## config.mk

```make
export PLATFORM = sky130hd
export DESIGN_NAME = tff_toggle_decoder
export DESIGN_NICKNAME = d
export VERILOG_FILES = /design/src/rtl/tff_toggle_decoder.sv
export SDC_FILE = /design/constraint.sdc
export NUM_CORES = 1
export LEC_CHECK = 0
export CAP_MARGIN = 25
export CORE_UTILIZATION = 47
export DETAILED_ROUTE_END_ITERATION = 10
export GPL_TIMING_DRIVEN = 0
export PLACE_DENSITY = 0.77
export REMOVE_ABC_BUFFERS = 1
export SETUP_SLACK_MARGIN = 0.15
export SLEW_MARGIN = 5
export SYNTH_ARGS = -nofsm -noshare
export SYNTH_HDL_FRONTEND = slang
export SYNTH_SLANG_ARGS = --single-unit
```

## constraint.sdc

```tcl
create_clock -name C -period 3.85 [get_ports C]
set_input_delay 0.77 -clock C [delete_from_list [all_inputs] [get_ports C]]
set_output_delay 0.77 -clock C [all_outputs]
set_load 0.02 [all_outputs]
```

## src/rtl/tff_toggle_decoder.sv

```systemverilog
// Toggle-vector decoder: recovers T = D ^ Q_prev from a stream of D words, with popcount
// and a saturating cumulative toggle count. Optional preset port pair under TFF_DECODE_PRESET_EN.
module tff_toggle_decoder #(
  parameter int unsigned      WIDTH = 16,
  parameter int unsigned      CNT_W = 24,
  parameter logic [WIDTH-1:0] INIT  = '0
) (
  input  logic                       C,
  input  logic                       CLR,
  input  logic                       in_valid,
  output logic                       in_ready,
  input  logic [WIDTH-1:0]           in_d,
  output logic                       out_valid,
  input  logic                       out_ready,
  output logic [WIDTH-1:0]           out_t,
  output logic [WIDTH-1:0]           out_q,
  output logic [$clog2(WIDTH+1)-1:0] out_pop,
  output logic                       out_first,
  output logic [CNT_W-1:0]           tog_cnt,
  output logic                       tog_sat
`ifdef TFF_DECODE_PRESET_EN
  ,
  input  logic                       pre,
  input  logic [WIDTH-1:0]           pre_val
`endif
);

  localparam int unsigned POP_W = $clog2(WIDTH + 1);
  localparam int unsigned SUM_W = ((CNT_W > POP_W) ? CNT_W : POP_W) + 1;
  localparam logic [CNT_W-1:0] CNT_MAX = '1;

  logic [WIDTH-1:0] shad_q, shad_d;
  logic             first_q, first_d;
  logic             out_valid_q, out_valid_d;
  logic [WIDTH-1:0] out_t_q, out_t_d;
  logic [WIDTH-1:0] out_q_q, out_q_d;
  logic [POP_W-1:0] out_pop_q, out_pop_d;
  logic             out_first_q, out_first_d;
  logic [CNT_W-1:0] tog_cnt_q, tog_cnt_d;
  logic             tog_sat_q, tog_sat_d;

  logic             pre_hit;
  logic             in_acc;
  logic             out_acc;
  logic [WIDTH-1:0] tog_c;
  logic [POP_W-1:0] pop_c;
  logic [SUM_W-1:0] sum_c;

`ifdef TFF_DECODE_PRESET_EN
  assign pre_hit = pre;
`else
  assign pre_hit = 1'b0;
`endif

  // A preset cycle blocks input so the reloaded Q is never mixed with an incoming word.
  assign in_ready = (!out_valid_q || out_ready) && !pre_hit;
  assign in_acc   = in_valid && in_ready;
  assign out_acc  = out_valid_q && out_ready;

  assign out_valid = out_valid_q;
  assign out_t     = out_t_q;
  assign out_q     = out_q_q;
  assign out_pop   = out_pop_q;
  assign out_first = out_first_q;
  assign tog_cnt   = tog_cnt_q;
  assign tog_sat   = tog_sat_q;

  // Toggle mask and its popcount for the word at the input.
  always_comb begin
    tog_c = in_d ^ shad_q;
    pop_c = '0;
    for (int unsigned i = 0; i < WIDTH; i++) begin
      pop_c = pop_c + POP_W'(tog_c[i]);
    end
  end

  // Next-state logic: counter follows the departing word, output register loads the arriving one.
  always_comb begin
    shad_d      = shad_q;
    first_d     = first_q;
    out_valid_d = out_valid_q;
    out_t_d     = out_t_q;
    out_q_d     = out_q_q;
    out_pop_d   = out_pop_q;
    out_first_d = out_first_q;
    tog_cnt_d   = tog_cnt_q;
    tog_sat_d   = tog_sat_q;
    sum_c       = SUM_W'(tog_cnt_q) + SUM_W'(out_pop_q);

    if (out_acc) begin
      if (sum_c >= SUM_W'(CNT_MAX)) begin
        tog_cnt_d = CNT_MAX;
        tog_sat_d = 1'b1;
      end else begin
        tog_cnt_d = CNT_W'(sum_c);
      end
    end

    if (in_acc) begin
      out_valid_d = 1'b1;
      out_t_d     = tog_c;
      out_q_d     = shad_q;
      out_pop_d   = pop_c;
      out_first_d = first_q;
      shad_d      = in_d;
      first_d     = 1'b0;
    end else if (out_acc) begin
      out_valid_d = 1'b0;
    end

`ifdef TFF_DECODE_PRESET_EN
    if (pre_hit) begin
      shad_d  = pre_val;
      first_d = 1'b1;
    end
`endif
  end

  always_ff @(posedge C) begin
    if (CLR) begin
      shad_q      <= INIT;
      first_q     <= 1'b1;
      out_valid_q <= 1'b0;
      out_t_q     <= '0;
      out_q_q     <= '0;
      out_pop_q   <= '0;
      out_first_q <= 1'b0;
      tog_cnt_q   <= '0;
      tog_sat_q   <= 1'b0;
    end else begin
      shad_q      <= shad_d;
      first_q     <= first_d;
      out_valid_q <= out_valid_d;
      out_t_q     <= out_t_d;
      out_q_q     <= out_q_d;
      out_pop_q   <= out_pop_d;
      out_first_q <= out_first_d;
      tog_cnt_q   <= tog_cnt_d;
      tog_sat_q   <= tog_sat_d;
    end
  end

endmodule

```

==> results.ini <==
[critical_path]
crit_buf_inv = 5
timing.critical_path.cells = buf_4, xnor2_4, fa_1, inv_2, fa_2, inv_2, fa_2, inv_2, fa_2, ha_4, fa_2, buf_6, xnor2_2, a211oi_2
crit_required_ns = 4.12
max_stage_delay_ns = 0.57
reg2reg_from = shad_q[5]$_SDFFE_PP0P_
path_delay_family = adder cells
crit_fanout = 2
cp-end-kind = register
cp-startpoint = in_d[7]
crit_arrival_ns = 4.25
worst_path_most_repeated_cell = fa_2
criticalPathCategory = in -> reg
slowest_stage = fa_2
critPathLaunchType = input pin

[placed_design]
gp_congestion = 0.866
dp_cells = 655
placed_cell_area_mm2 = 0.00501
dp_slack_ns = -0.990
placement.io_buffers = 84
dp_hpwl_um = 6940

[logic_synthesis]
synth_edf_count = 0
syn_avg_cell_area_um2 = 8.32
synthAdderAreaFrac_pct = 8.33
yosys.area_share.xor_xnor_pct = 5.71
synthCells = 498
synth-seq-cells = 81
async_flop_share_pct = 0
synth_mux_area_share_pct = 0.242
synth_top_family_by_area = simple AND/OR/NAND/NOR gates
ys_warn_count = 0
yosys.area_share.simple_pct = 22.0
synth_compound_area_share_pct = 19.8
ys_types = 54
yosys_most_used_dff = dfxtp_1
synth_area_mm2 = 0.00414
ys_seq_area_share_pct = 39.1

[floorplanning]
rows = 33
die_w_um = 95.9
fp.dieH_um = 95.9
core_mm2 = 0.00838
ios = 85
start_util_pct = 49.4
dieArea_mm2 = 0.00920

[final_layout]
num-fill-cells = 668
finalInstanceArea_mm2 = 0.00547
instances_no_fill = 677
final_cell_mix = 101 x nand2_1, 81 x dfxtp_1, 74 x clkdlybuf4s50_1
syn2layout_area_growth_pct = 32.0
utilization_pct = 65.2
drive_above_1_share_pct = 14.7
nets = 608
num_antenna_cells = 0
final_common_cell = nand2_1

[timing]
fin_crit_sh_pct = 103
rsz0062_at_grt = true
tightest_slew_ns = 0.930
fin_skew_ns = 0.00764
relSlewSlack_pct = 38.0
finalSetupViolations = 3
fin_ws_ns = -0.132
report.final.slew_viol_count = 0
hold_viol = 0
whs_ns = 0.457
fmax_ghz = 0.251
setup_tns_ns = -0.248
min_period_ns = 3.98

[clocking]
clkLatencyLatePin_ns = 0.35
cts_tree = done
root_buffer = clkbuf_8
cts-buffers-inserted = 9
htreeDepth = 3
cts.clk_slew.worst_paths_ns = 0.09
cts_buffer_depth = 2
cts_sinks = 81

[drt]
drtIter0Drc = 194
wl_per_cell_um = 15.5
ant_nets = 0
routed_wl_um = 10500
first_pass_iters = 4
drc = 0
avgViaCountPerCell = 5.59
routed-via-count = 3786

[pwr]
cellPowerDensity_mw_per_mm2 = 487
ir_drop_mv = 0.305
power_mw = 2.66
p_leak_nw = 1.97

[global_routing]
grt_pass1_vias = 3572
antenna_found_initial = 0
grt_overflow = 0
grt_start_max_net_pins = 83
grt_usage_pct = 23.6
grt_pass1_wl_um = 16800

[status]
outcome = complete, but fails checks
violations = negative setup slack

[run]
cap_violations = 0

[worst_hold_path]
hp-class = reg -> reg
hold_start = out_t[10]$_SDFFE_PP0P_

==> tightest hold or removal path: cells and delay by family (launching register included) <==
kind / cells / cell delay (ns)
AO/OA/AOI/OAI: 1 / 0.05
flip-flops: 1 / 0.31
AND/OR/NAND/NOR: 1 / 0.05
==> synthesized netlist by cell type (7+ instances only) <==
| master | count | area, µm² |
|---|---|---|
| and3_1 | 9 | 56.3 |
| ha_1 | 10 | 125 |
| a21oi_1 | 62 | 310 |
| xnor2_1 | 16 | 140 |
| fa_1 | 11 | 220 |
| dfxtp_1 | 81 | 1620 |
| xor2_1 | 11 | 96.3 |
| clkbuf_1 | 27 | 101 |
| a211oi_1 | 12 | 90.1 |
| nand3_1 | 12 | 60.1 |
| nand2_1 | 103 | 387 |
| a211oi_2 | 7 | 87.6 |
| inv_1 | 15 | 56.3 |
| nor2_1 | 35 | 131 |
==> timing repair <==
action                     CTS  global route
setup endpoints to repair    5             4
hold buffers                 0             0
pin swaps                   25            17
cloned                       0             0
buffers inserted             3             3
resized for setup           64            17
hold endpoints to repair     0             0
==> per-layer routing <==
metal / vias up / GRT usage [%] / part of all wire [%]
li1: 1867 / - / -
met1: 1808 / 28.9 / 42
met2: 101 / 39.3 / 50
met3: 10 / 6.79 / 7.2
met4: 0 / 8.71 / 1.2
met5: - / 0 / 0
==> registers in the layout, indices dropped and copies added (netlist names) <==
name,flops
out_q,16
shad_q,16
out_first,1
out_t,16
tog_cnt,24
tog_sat,1
first_q,1
out_valid,1
out_pop,5
==> path summary, 6_finish.rpt <==
check | end | slack, ns | cells after the start
hold / removal | out_t[10]$_SDFFE_PP0P_ | 0.46 | 2
setup / recovery | out_pop[2]$_SDFFE_PP0P_ | -0.13 | 14
hold reg to reg | out_t[10]$_SDFFE_PP0P_ | 0.46 | 2
setup reg to reg | out_pop[2]$_SDFFE_PP0P_ | -0.03 | 13
==> final cells by class <==
| type | count | area, µm² | share of cell area [%] |
|---|---|---|---|
| Timing Repair Buffer | 92 | 923 | 16.9 |
| Multi-Input combinational cell | 368 | 2510 | 45.9 |
| Clock inverter | 6 | 88.8 | 1.62 |
| Sequential cell | 81 | 1620 | 29.7 |
| Clock buffer | 10 | 138 | 2.52 |
| Inverter | 15 | 56.3 | 1.03 |
| Tap cell | 105 | 131 | 2.40 |
==> kinds of logic (layout without fill, tap and decap cells) <==
group	count (synthesis)	after routing
AND/OR/NAND/NOR	197	197
AO/OA/AOI/OAI	122	122
flip-flops	81	81
buffers and inverters	49	123
XOR/XNOR	27	27
adder cells (fa/ha/maj)	21	21
multiplexers	1	1
==> power breakdown <==
| group | internal [mW] | leakage (nW) | total (mW) | switching [mW] |
|---|---|---|---|---|
| Combinational | 0.497 | 1.20 | 1.02 | 0.524 |
| Sequential | 0.888 | 0.662 | 0.930 | 0.0427 |
| Clock | 0.384 | 0.109 | 0.709 | 0.325 |
No activity file was read; power rests on OpenSTA's default activity.
